<file path="src/rtl/simon_engine_if.sv">
// Purpose : player-facing bus of the Simon memory-game engine.
// Latency : none, this is a plain signal bundle.
// Backpressure: none; enter is a one-cycle strobe and ack/err are one-cycle pulses.
//
// Signals
//   pattern   player key/switch vector (one-hot when legal)
//   enter     single-cycle strobe, pattern is sampled in the same cycle
//   leds      key LEDs
//   mode_leds 3-bit mode indicator
//   level     stored sequence length
//   score     rounds repeated correctly since reset
//   ack       pulse, the cycle after an accepted enter
//   err       pulse, the cycle after a mismatched guess
interface simon_engine_if #(
    parameter int W     = 4,
    parameter int DEPTH = 16
);
    localparam int LW = $clog2(DEPTH + 1);

    logic [W-1:0]  pattern;
    logic          enter;
    logic [W-1:0]  leds;
    logic [2:0]    mode_leds;
    logic [LW-1:0] level;
    logic [LW-1:0] score;
    logic          ack;
    logic          err;

    // Player / test side.
    modport master (
        output pattern,
        output enter,
        input  leds,
        input  mode_leds,
        input  level,
        input  score,
        input  ack,
        input  err
    );

    // Engine side.
    modport slave (
        input  pattern,
        input  enter,
        output leds,
        output mode_leds,
        output level,
        output score,
        output ack,
        output err
    );
endinterface

</file>
<file path="src/rtl/simon_engine.sv">
// Purpose : Simon memory game; grows a sequence, plays it back, checks the repeat.
// Latency : ack/err one cycle after the enter strobe; playback lasts len*HOLD cycles.
// Backpressure: none; enter strobes that are illegal or arrive in a busy state are dropped.
//
// Ports
//   clk     clock, rising edge
//   rst     synchronous active-high reset, beats every other event in the cycle
//   io_bus  simon_engine_if slave: pattern/enter in, leds/mode_leds/level/score/ack/err out
module simon_engine #(
    parameter int W     = 4,
    parameter int DEPTH = 16,
    parameter int HOLD  = 4
) (
    input  logic         clk,
    input  logic         rst,
    simon_engine_if.slave io_bus
);
    localparam int LW = $clog2(DEPTH + 1);
    localparam int IW = (DEPTH > 1) ? $clog2(DEPTH) : 1;
    localparam int TW = (HOLD > 1) ? $clog2(HOLD) : 1;

    typedef enum logic [2:0] {
        S_INPUT    = 3'd0,
        S_PLAYBACK = 3'd1,
        S_REPEAT   = 3'd2,
        S_DONE     = 3'd3,
        S_WIN      = 3'd4
    } state_t;

    // ------------------------------------------------------------------
    // State
    // ------------------------------------------------------------------
    state_t        r_state;
    logic [W-1:0]  r_mem [DEPTH];
    logic [LW-1:0] r_len;
    logic [IW-1:0] r_idx;
    logic [TW-1:0] r_timer;
    logic [LW-1:0] r_score;
    logic          r_ack;
    logic          r_err;

    // ------------------------------------------------------------------
    // Decode
    // ------------------------------------------------------------------
    logic          w_legal;
    logic          w_accept;
    logic          w_full;
    logic          w_idx_last;
    logic          w_hold_end;
    logic [W-1:0]  w_cur;
    logic          w_match;
    logic          w_mem_we;
    logic [W-1:0]  w_leds;
    logic [2:0]    w_mode;

    // Only a single pressed key counts as a guess; chords and empty
    // vectors are ignored everywhere.
    assign w_legal    = $onehot(io_bus.pattern);
    assign w_accept   = io_bus.enter && w_legal;
    assign w_full     = (r_len == LW'(DEPTH));
    assign w_idx_last = (LW'(r_idx) == (r_len - LW'(1)));
    assign w_hold_end = (r_timer == TW'(HOLD - 1));
    assign w_cur      = r_mem[r_idx];
    assign w_match    = (io_bus.pattern == w_cur);

    // The full check is redundant with the REPEAT->WIN exit, but keeps
    // the write address in range should len ever reach DEPTH in INPUT.
    assign w_mem_we   = !rst && (r_state == S_INPUT) && w_accept && !w_full;

    // ------------------------------------------------------------------
    // Sequence memory: never reset; len=0 makes old entries unreachable.
    // ------------------------------------------------------------------
    always_ff @(posedge clk) begin
        if (w_mem_we) begin
            r_mem[r_len[IW-1:0]] <= io_bus.pattern;
        end
    end

    // ------------------------------------------------------------------
    // Control FSM
    // ------------------------------------------------------------------
    always_ff @(posedge clk) begin
        if (rst) begin
            r_state <= S_INPUT;
            r_len   <= '0;
            r_idx   <= '0;
            r_timer <= '0;
            r_score <= '0;
            r_ack   <= 1'b0;
            r_err   <= 1'b0;
        end else begin
            // ack/err are single-cycle pulses; the default clears them.
            r_ack <= 1'b0;
            r_err <= 1'b0;

            case (r_state)
                S_INPUT: begin
                    if (w_accept && !w_full) begin
                        r_len   <= r_len + LW'(1);
                        r_idx   <= '0;
                        r_timer <= '0;
                        r_ack   <= 1'b1;
                        r_state <= S_PLAYBACK;
                    end
                end

                // PLAYBACK and DONE share the stepping logic: each entry is
                // shown for HOLD cycles. PLAYBACK leaves after the last
                // entry, DONE wraps around forever.
                S_PLAYBACK, S_DONE: begin
                    if (w_hold_end) begin
                        r_timer <= '0;
                        if (w_idx_last) begin
                            r_idx <= '0;
                            if (r_state == S_PLAYBACK) begin
                                r_state <= S_REPEAT;
                            end
                        end else begin
                            r_idx <= r_idx + IW'(1);
                        end
                    end else begin
                        r_timer <= r_timer + TW'(1);
                    end
                end

                S_REPEAT: begin
                    if (w_accept) begin
                        if (w_match) begin
                            r_ack <= 1'b1;
                            if (w_idx_last) begin
                                r_score <= r_score + LW'(1);
                                r_idx   <= '0;
                                r_state <= w_full ? S_WIN : S_INPUT;
                            end else begin
                                r_idx <= r_idx + IW'(1);
                            end
                        end else begin
                            r_err   <= 1'b1;
                            r_idx   <= '0;
                            r_timer <= '0;
                            r_state <= S_DONE;
                        end
                    end
                end

                S_WIN: begin
                    // Terminal until reset.
                end

                default: begin
                    r_state <= S_INPUT;
                end
            endcase
        end
    end

    // ------------------------------------------------------------------
    // Outputs
    // ------------------------------------------------------------------
    always_comb begin
        w_leds = '0;
        w_mode = 3'b001;
        case (r_state)
            S_INPUT: begin
                w_leds = io_bus.pattern;
                w_mode = 3'b001;
            end
            S_PLAYBACK: begin
                w_leds = w_cur;
                w_mode = 3'b010;
            end
            S_REPEAT: begin
                w_leds = io_bus.pattern;
                w_mode = 3'b100;
            end
            S_DONE: begin
                w_leds = w_cur;
                w_mode = 3'b111;
            end
            S_WIN: begin
                w_leds = '1;
                w_mode = 3'b101;
            end
            default: begin
                w_leds = '0;
                w_mode = 3'b001;
            end
        endcase
    end

    assign io_bus.leds      = w_leds;
    assign io_bus.mode_leds = w_mode;
    assign io_bus.level     = r_len;
    assign io_bus.score     = r_score;
    assign io_bus.ack       = r_ack;
    assign io_bus.err       = r_err;

endmodule

</file>
<file path="src/flat_wrapper.sv">
// flat-port wrapper written by rule: the top's interface ports become plain ports
module simon_engine_flat 
#(
    parameter int W     = 4,
    parameter int DEPTH = 16,
    parameter int HOLD  = 4
)
  (clk, rst, io_bus_pattern, io_bus_enter, io_bus_leds, io_bus_mode_leds, io_bus_level, io_bus_score, io_bus_ack, io_bus_err);
  simon_engine_if #(.W(W), .DEPTH(DEPTH)) io_bus_i ();
  input  logic clk;
  input  logic rst;
  input wire logic [$bits(io_bus_i.pattern)-1:0] io_bus_pattern;
  input wire logic [$bits(io_bus_i.enter)-1:0] io_bus_enter;
  output wire logic [$bits(io_bus_i.leds)-1:0] io_bus_leds;
  output wire logic [$bits(io_bus_i.mode_leds)-1:0] io_bus_mode_leds;
  output wire logic [$bits(io_bus_i.level)-1:0] io_bus_level;
  output wire logic [$bits(io_bus_i.score)-1:0] io_bus_score;
  output wire logic [$bits(io_bus_i.ack)-1:0] io_bus_ack;
  output wire logic [$bits(io_bus_i.err)-1:0] io_bus_err;
  assign io_bus_i.pattern = io_bus_pattern;
  assign io_bus_i.enter = io_bus_enter;
  assign io_bus_leds = io_bus_i.leds;
  assign io_bus_mode_leds = io_bus_i.mode_leds;
  assign io_bus_level = io_bus_i.level;
  assign io_bus_score = io_bus_i.score;
  assign io_bus_ack = io_bus_i.ack;
  assign io_bus_err = io_bus_i.err;
  simon_engine #(.W(W), .DEPTH(DEPTH), .HOLD(HOLD)) u_core (.clk(clk), .rst(rst), .io_bus(io_bus_i));
endmodule
</file>
<file path="config.mk">
export PLATFORM = sky130hd
export DESIGN_NAME = simon_engine_flat
export DESIGN_NICKNAME = d
export VERILOG_FILES = /design/src/rtl/simon_engine_if.sv /design/src/rtl/simon_engine.sv /design/src/flat_wrapper.sv
export SDC_FILE = /design/constraint.sdc
export NUM_CORES = 1
export LEC_CHECK = 0
export ABC_AREA = 0
export CAP_MARGIN = 5
export CORE_ASPECT_RATIO = 0.7
export CORE_MARGIN = 3
export CORE_UTILIZATION = 45
export DETAILED_ROUTE_END_ITERATION = 12
export GPL_ROUTABILITY_DRIVEN = 0
export PLACE_DENSITY = 0.6
export SYNTH_ARGS = -nofsm -noshare
export SYNTH_HDL_FRONTEND = slang
export SYNTH_SLANG_ARGS = --single-unit
</file>
<file path="constraint.sdc">
create_clock -name clk -period 4.69 [get_ports clk]
set_clock_uncertainty 0.1 [all_clocks]
set_input_delay 0.938 -clock clk [delete_from_list [all_inputs] [get_ports clk]]
set_output_delay 0.938 -clock clk [all_outputs]
set_load 0.01 [all_outputs]
</file>
=== Yosys cells after proc, flatten, opt, wreduce, memory -nomap -nowiden ===
Memories as Yosys holds them, arrays and structs flattened. A register that Yosys moved wholly into a read port is not among the register bits.
Cells that the tools add are included.

* Register bits: 21
* Bits in latches: 0
* RAM bits: 64
* ROM bits: 0
* Input bits: 7
* Logic and storage cells: 83
* Memories: 1

* $add $sub $neg: 8
* Multipliers: 0
* Div/mod/pow operators: 0
* Magnitude comparators: 0
* Equal/unequal tests: 16
* Shifts and indexed selects: 0
* Mux-type cells: 31
* Bitwise gates (word level): 3
* Reductions and logical operators: 17

{| class="wikitable"
|+ Memories
! name !! depth !! width !! rd ports !! clocked after memory_dff !! wr ports !! line !! RTL
|-
| u_core.r_mem || 16 || 4 || 1 || 1 || 1 || simon_engine.sv:34 || <nowiki>logic [W-1:0] r_mem [DEPTH];</nowiki>
|}

{| class="wikitable"
|+ Operators by type and width
! kind !! number
|-
| $mux W4 || 7
|-
| $mux W3 || 8
|-
| $pmux W3 S4 || 2
|-
| $pmux W4 S3 || 2
|-
| $reduce_and A4 Y1 || 3
|-
| $add A5 B1 Y5 const B || 2
|-
| $mux W2 || 4
|-
| $ne A2 B1 Y1 const B || 4
|-
| $reduce_and A7 Y1 || 1
|-
| $eq A3 B1 Y1 const B || 2
|-
| $eq A3 B2 Y1 const B || 2
|-
| $mux W1 || 6
|-
| $pmux W2 S3 || 1
|-
| $eq A4 B5 Y1 || 1
|-
| $eq A5 B5 Y1 const B || 1
|-
| $logic_and A1 B1 Y1 || 5
|-
| $sub A5 B1 Y5 const B || 1
|-
| $add A1 B1 Y2 || 2
|-
| $add A4 B1 Y4 const B || 1
|-
| $eq A4 B4 Y1 || 1
|-
| $ne A2 B2 Y1 const B || 2
|-
| $reduce_or A2 Y1 || 2
|-
| $add A3 B3 Y3 || 1
|-
| $eq A3 B3 Y1 const B || 1
|-
| other kinds (10) || 13
|}

=== Logic depth before layout (Yosys ltp) ===
* Depth after elaboration: 9
* Depth in mapped cells: 10
* Gate-level depth less buffers: 10

=== Least setup slack after synthesis ===
Ideal clock, no wire load.

* Path kind: input to register
* From: input port io_bus_pattern[0]
* To: memory u_core.r_mem[5][0], enable pin
* Library setup time: 329 ps
* Arrival: 3258 ps
* Required time: 4261 ps
* Setup slack: 1003 ps
* Cell stages on the path: 9
* Cell sequence: ha_1 ha_1 fa_1 nand4bb_1 nor3_1 and3_1 clkbuf_1 nand3b_1 nor2_1

* Word-level cells in the longest chain between the ends: 8

{| class="wikitable"
|+ Ends and longest elaborated chain
! element !! line !! RTL
|-
| start: declaration || flat_wrapper.sv:12 || <nowiki>input wire logic [$bits(io_bus_i.pattern)-1:0] io_bus_pattern;</nowiki>
|-
| $add A1 B1 Y2 (implied by the code) || simon_engine.sv:58 || <nowiki>assign w_legal = $onehot(io_bus.pattern);</nowiki>
|-
| $add A3 B3 Y3 (implied by the code) || simon_engine.sv:58 ||
|-
| $eq A3 B1 Y1 || simon_engine.sv:58 ||
|-
| $logic_and A1 B1 Y1 || simon_engine.sv:59 || <nowiki>assign w_accept = io_bus.enter && w_legal;</nowiki>
|-
| $logic_and A1 B1 Y1 (2 in series) || simon_engine.sv:68 || <nowiki>assign w_mem_we = !rst && (r_state == S_INPUT) && w_accept && !w_full;</nowiki>
|-
| $mux W1 || simon_engine.sv:74 || <nowiki>if (w_mem_we) begin</nowiki>
|-
| $mux W1 (implied by the code) || simon_engine.sv:75 || <nowiki>r_mem[r_len[IW-1:0]] <= io_bus.pattern;</nowiki>
|-
| end: declaration || simon_engine.sv:34 ||
|}

Every way passes these cells.

=== Final worst setup path ===
* From: input port io_bus_pattern[1]
* To: memory u_core.r_mem[10][1], enable pin

The elaborated chain is that of the path after synthesis.

==> flow_summary_export.csv <==
group,metric,value,unit
status,status,"finished clean",
synth,synth_ff_type,"edfxtp_1",
floorplan,rows,28,
synth,yosysSeqAreaShare,0.586,
pwr,ir_drop,0.186,mV
timing,finalMaxSlewViolations,0,
clocking,cts_hold_buf,0,
synth,synthArstFlopShare,0,
clocking,cts_buffer_depth,2,
timing,relSlewSlack,0.383,
critical_path,worstPathCellList,"clkdlybuf4s50_1 > ha_1 > ha_1 > fa_1 > nand4bb_1 > nor3_1 > buf_4 > and3_1 > nand3b_1 > nor2_1",
hold_path,whs_path_depth,2,
critical_path,critPathRequiredTime,4.57,ns
critical_path,cp_num_buf_inv,2,
cells_and_area,antenna_cells,0,
placed_design,place_hpwl,6.48,mm
routing,ant_nets,0,
floorplan,start_util,0.476,
synth,netlist_instances,309,
routing,drt_iter0_drc,186,
routing,wirelength,8.84,mm
synth,yosys_warnings,0,
clocking,cts_sinks,89,
cells_and_area,area_growth_syn_to_layout,17.0,%
timing,setup-tns-final,0,ns
floorplan,dieHeight,86.2,µm
cells_and_area,drive_gt1_frac,0.145,
floorplan,ios,26,
clocking,cts_resized,0,
global_routing,gr-total-overflow,0,
critical_path,path_common_cell,"ha_1",
global_routing,grt.total_usage,0.185,
global_routing,grt_use_met3,0.0692,
cells_and_area,final_core_util,0.556,
synth,ys_types,48,
cells_and_area,nFillCells,758,
timing,post-route-min-period,4.12,ns
cells_and_area,nets,359,
critical_path,max_stage_delay,0.56,ns
clocking,htreeDepth,3,
timing,tightestPinTransition,0.923,ns
synth,ys_top_cells_by_count,"edfxtp_1 (64), nor2_1 (32), dfxtp_1 (25)",
pwr,cellPowerDensity,353,mW/mm²
synth,avgSynthCellArea,13.4,µm²
critical_path,slowest_stage,"clkdlybuf4s50_1",
pwr,power_leakage,1.59,nW
clocking,cts_buffers,9,
floorplan,core_area,0.00869,mm²
synth,syn_area,0.00413,mm²
routing,drc,0,
synth,yosysTopAreaCell,"edfxtp_1",
global_routing,grt_use_met1,0.293,
critical_path,start_kind,"input pin",
critical_path,worstRegToRegCells,8,
timing,hold_viol_final,0,
floorplan,die_w,121,µm
floorplan,die-area,0.0104,mm²
placed_design,portBuffers,25,
routing,via_per_inst,5.54,
global_routing,grt_pass1_wl,14.2,mm
global_routing,busiest_layer,"met1",
hold_path,min_from,"u_core.io_bus.score[1]$_SDFFE_PP0P_",
synth,synth.area.top_cells,"edfxtp_1 (47%), dfxtp_1 (12%), mux4_2 (6.5%)",
critical_path,regToRegEndpoint,"u_core.io_bus.score[3]$_SDFFE_PP0P_",
clocking,cts_root_buf,"clkbuf_16",
flow_run,maxCapViolCount,0,
timing,fin_crit_sh,0.878,
critical_path,reg2reg_slack,1.50,ns
clocking,clk_pin_slew,0.06,ns
critical_path,cp-end-kind,"flip-flop",
clocking,clkLatencyLatePin,0.34,ns
critical_path,path_delay_family,"simple AND/OR/NAND/NOR gates",
synth,synth_nets,328,
timing,grt_setup_unrepaired,"false",
critical_path,reg2reg_from,"u_core.io_bus.level[0]$_SDFFE_PP0P_",
synth,synth_seq_cells,89,
synth,post-synth-top-area-fraction,0.465,
synth,synth.most_common_cell,"edfxtp_1",
routing,drt-pass1-iter-count,4,
clocking,cts_setup_buffers,0,
global_routing,grt_max_degree,28,
hold_path,hold_path_class,"reg2reg",
timing,finalSetupViolCount,0,
global_routing,first_global_vias,2434,
routing,vias,2576,
clocking,cts_tree,"done",
cells_and_area,multi_input_area,0.00163,mm²
critical_path,cp.arrival,4.00,ns
timing,fmax,0.243,GHz
hold_path,holdPathEnd,"u_core.io_bus.score[1]$_SDFFE_PP0P_",
cells_and_area,register_area,0.00242,mm²
synth,synth_edf_count,64,
critical_path,critPathMaxFanout,5,
critical_path,critical_path_class,"in2reg",
global_routing,antenna_found_initial,1,
routing,wl_per_cell,19.0,µm
global_routing,use_met2,0.232,
==> area by class of cell <==
cell class,count,share of cell area
Clock buffer,10,0.0494
Timing Repair Buffer,34,0.0658
Multi-Input combinational cell,200,0.337
Inverter,6,0.00466
Clock inverter,6,0.0106
Tap cell,120,0.0311
Sequential cell,89,0.501
==> layout by cell type (no fill, tap or decap), types with 5 or more instances in the layout <==
master	instances
nor3_1	8
mux2i_1	18
nand3_1	8
o21ai_0	11
nor2_1	32
ha_1	11
xor2_1	7
mux4_2	12
edfxtp_1	64
dfxtp_1	25
clkdlybuf4s50_1	25
mux2_2	7
a311oi_1	5
nor2b_1	7
clkbuf_16	9
nand2b_1	12
and3_1	5
nand4_1	5
xnor2_1	8
inv_1	5
nand2_1	8
buf_4	9
==> state kept, by name (all words and copies together), names as in the netlist, named ones only <==
name	count
u_core.r_mem	64
u_core.io_bus.level	5
u_core.io_bus.score	5
u_core.r_idx	4
u_core.r_state	3
u_core.r_timer	2
u_core.io_bus.ack	1
u_core.io_bus.err	1
==> stage by stage <==
stage                     area [µm²]  total power, mW  instances  hold slack (ns)  worst slack [ns]
final                           4830             1.70        465            0.415             0.573
after global routing            4830             1.77        465            0.454             0.296
after CTS                       4830             1.72        465            0.417             0.547
after detailed placement        4540             1.04        449            0.407             0.204
after floorplan                 4130            0.975        309            0.388              1.00
after global placement          4540             1.04        449            0.395             0.256
==> worst register-to-register path, delay by kind of cell, from the launching register on <==
family,cells,cell delay [ns]
compound gates,2,1.13
buf+inv,1,0.14
mux,1,0.36
fa+ha+maj,1,0.27
simple gates,3,0.58
flops,1,0.50
==> cells by family (layout without fill, tap and decap cells) <==
kind of cell / count (synthesis) / after routing / share of synthesized area
buffers and inverters: 20 / 56 / 0.0191
flip-flops: 89 / 89 / 0.586
AO/OA/AOI/OAI: 36 / 36 / 0.0645
AND/OR/NAND/NOR: 98 / 98 / 0.127
XOR/XNOR: 15 / 15 / 0.0318
adder cells (fa/ha/maj): 12 / 12 / 0.0382
multiplexers: 39 / 39 / 0.134
==> layer usage <==
| layer | wire length (µm) | vias up | part of all wire |
|---|---|---|---|
| li1 | - | 1242 | - |
| met1 | 4610 | 1251 | 0.52 |
| met2 | 3330 | 72 | 0.38 |
| met3 | 786 | 9 | 0.089 |
| met4 | 102 | 2 | 0.012 |
| met5 | 13 | - | 0.0015 |
==> where the power goes <==
group / switching, mW / leakage, nW / internal, mW / total, mW
combinational: 0.0799 / 0.673 / 0.0712 / 0.151
clock: 0.304 / 0.141 / 0.380 / 0.684
sequential: 0.0190 / 0.777 / 0.850 / 0.869
total: 0.403 / 1.59 / 1.30 / 1.70
==> worst max path at each step <==
stage / from / endpoint / slack, ns / cells past startpoint
finish: io_bus_pattern[1] / u_core.r_mem[10][1]$_DFFE_PP_ / 0.57 / 10
global placement: io_bus_pattern[1] / u_core.r_mem[10][0]$_DFFE_PP_ / 0.26 / 10
CTS: io_bus_pattern[1] / u_core.r_mem[8][2]$_DFFE_PP_ / 0.55 / 10
global route: io_bus_pattern[1] / u_core.r_mem[10][1]$_DFFE_PP_ / 0.30 / 10
floorplan: io_bus_pattern[0] / u_core.r_mem[5][0]$_DFFE_PP_ / 1.00 / 9
detailed placement: io_bus_pattern[1] / u_core.r_mem[8][2]$_DFFE_PP_ / 0.20 / 10
Power figures use the tool's default switching activity.
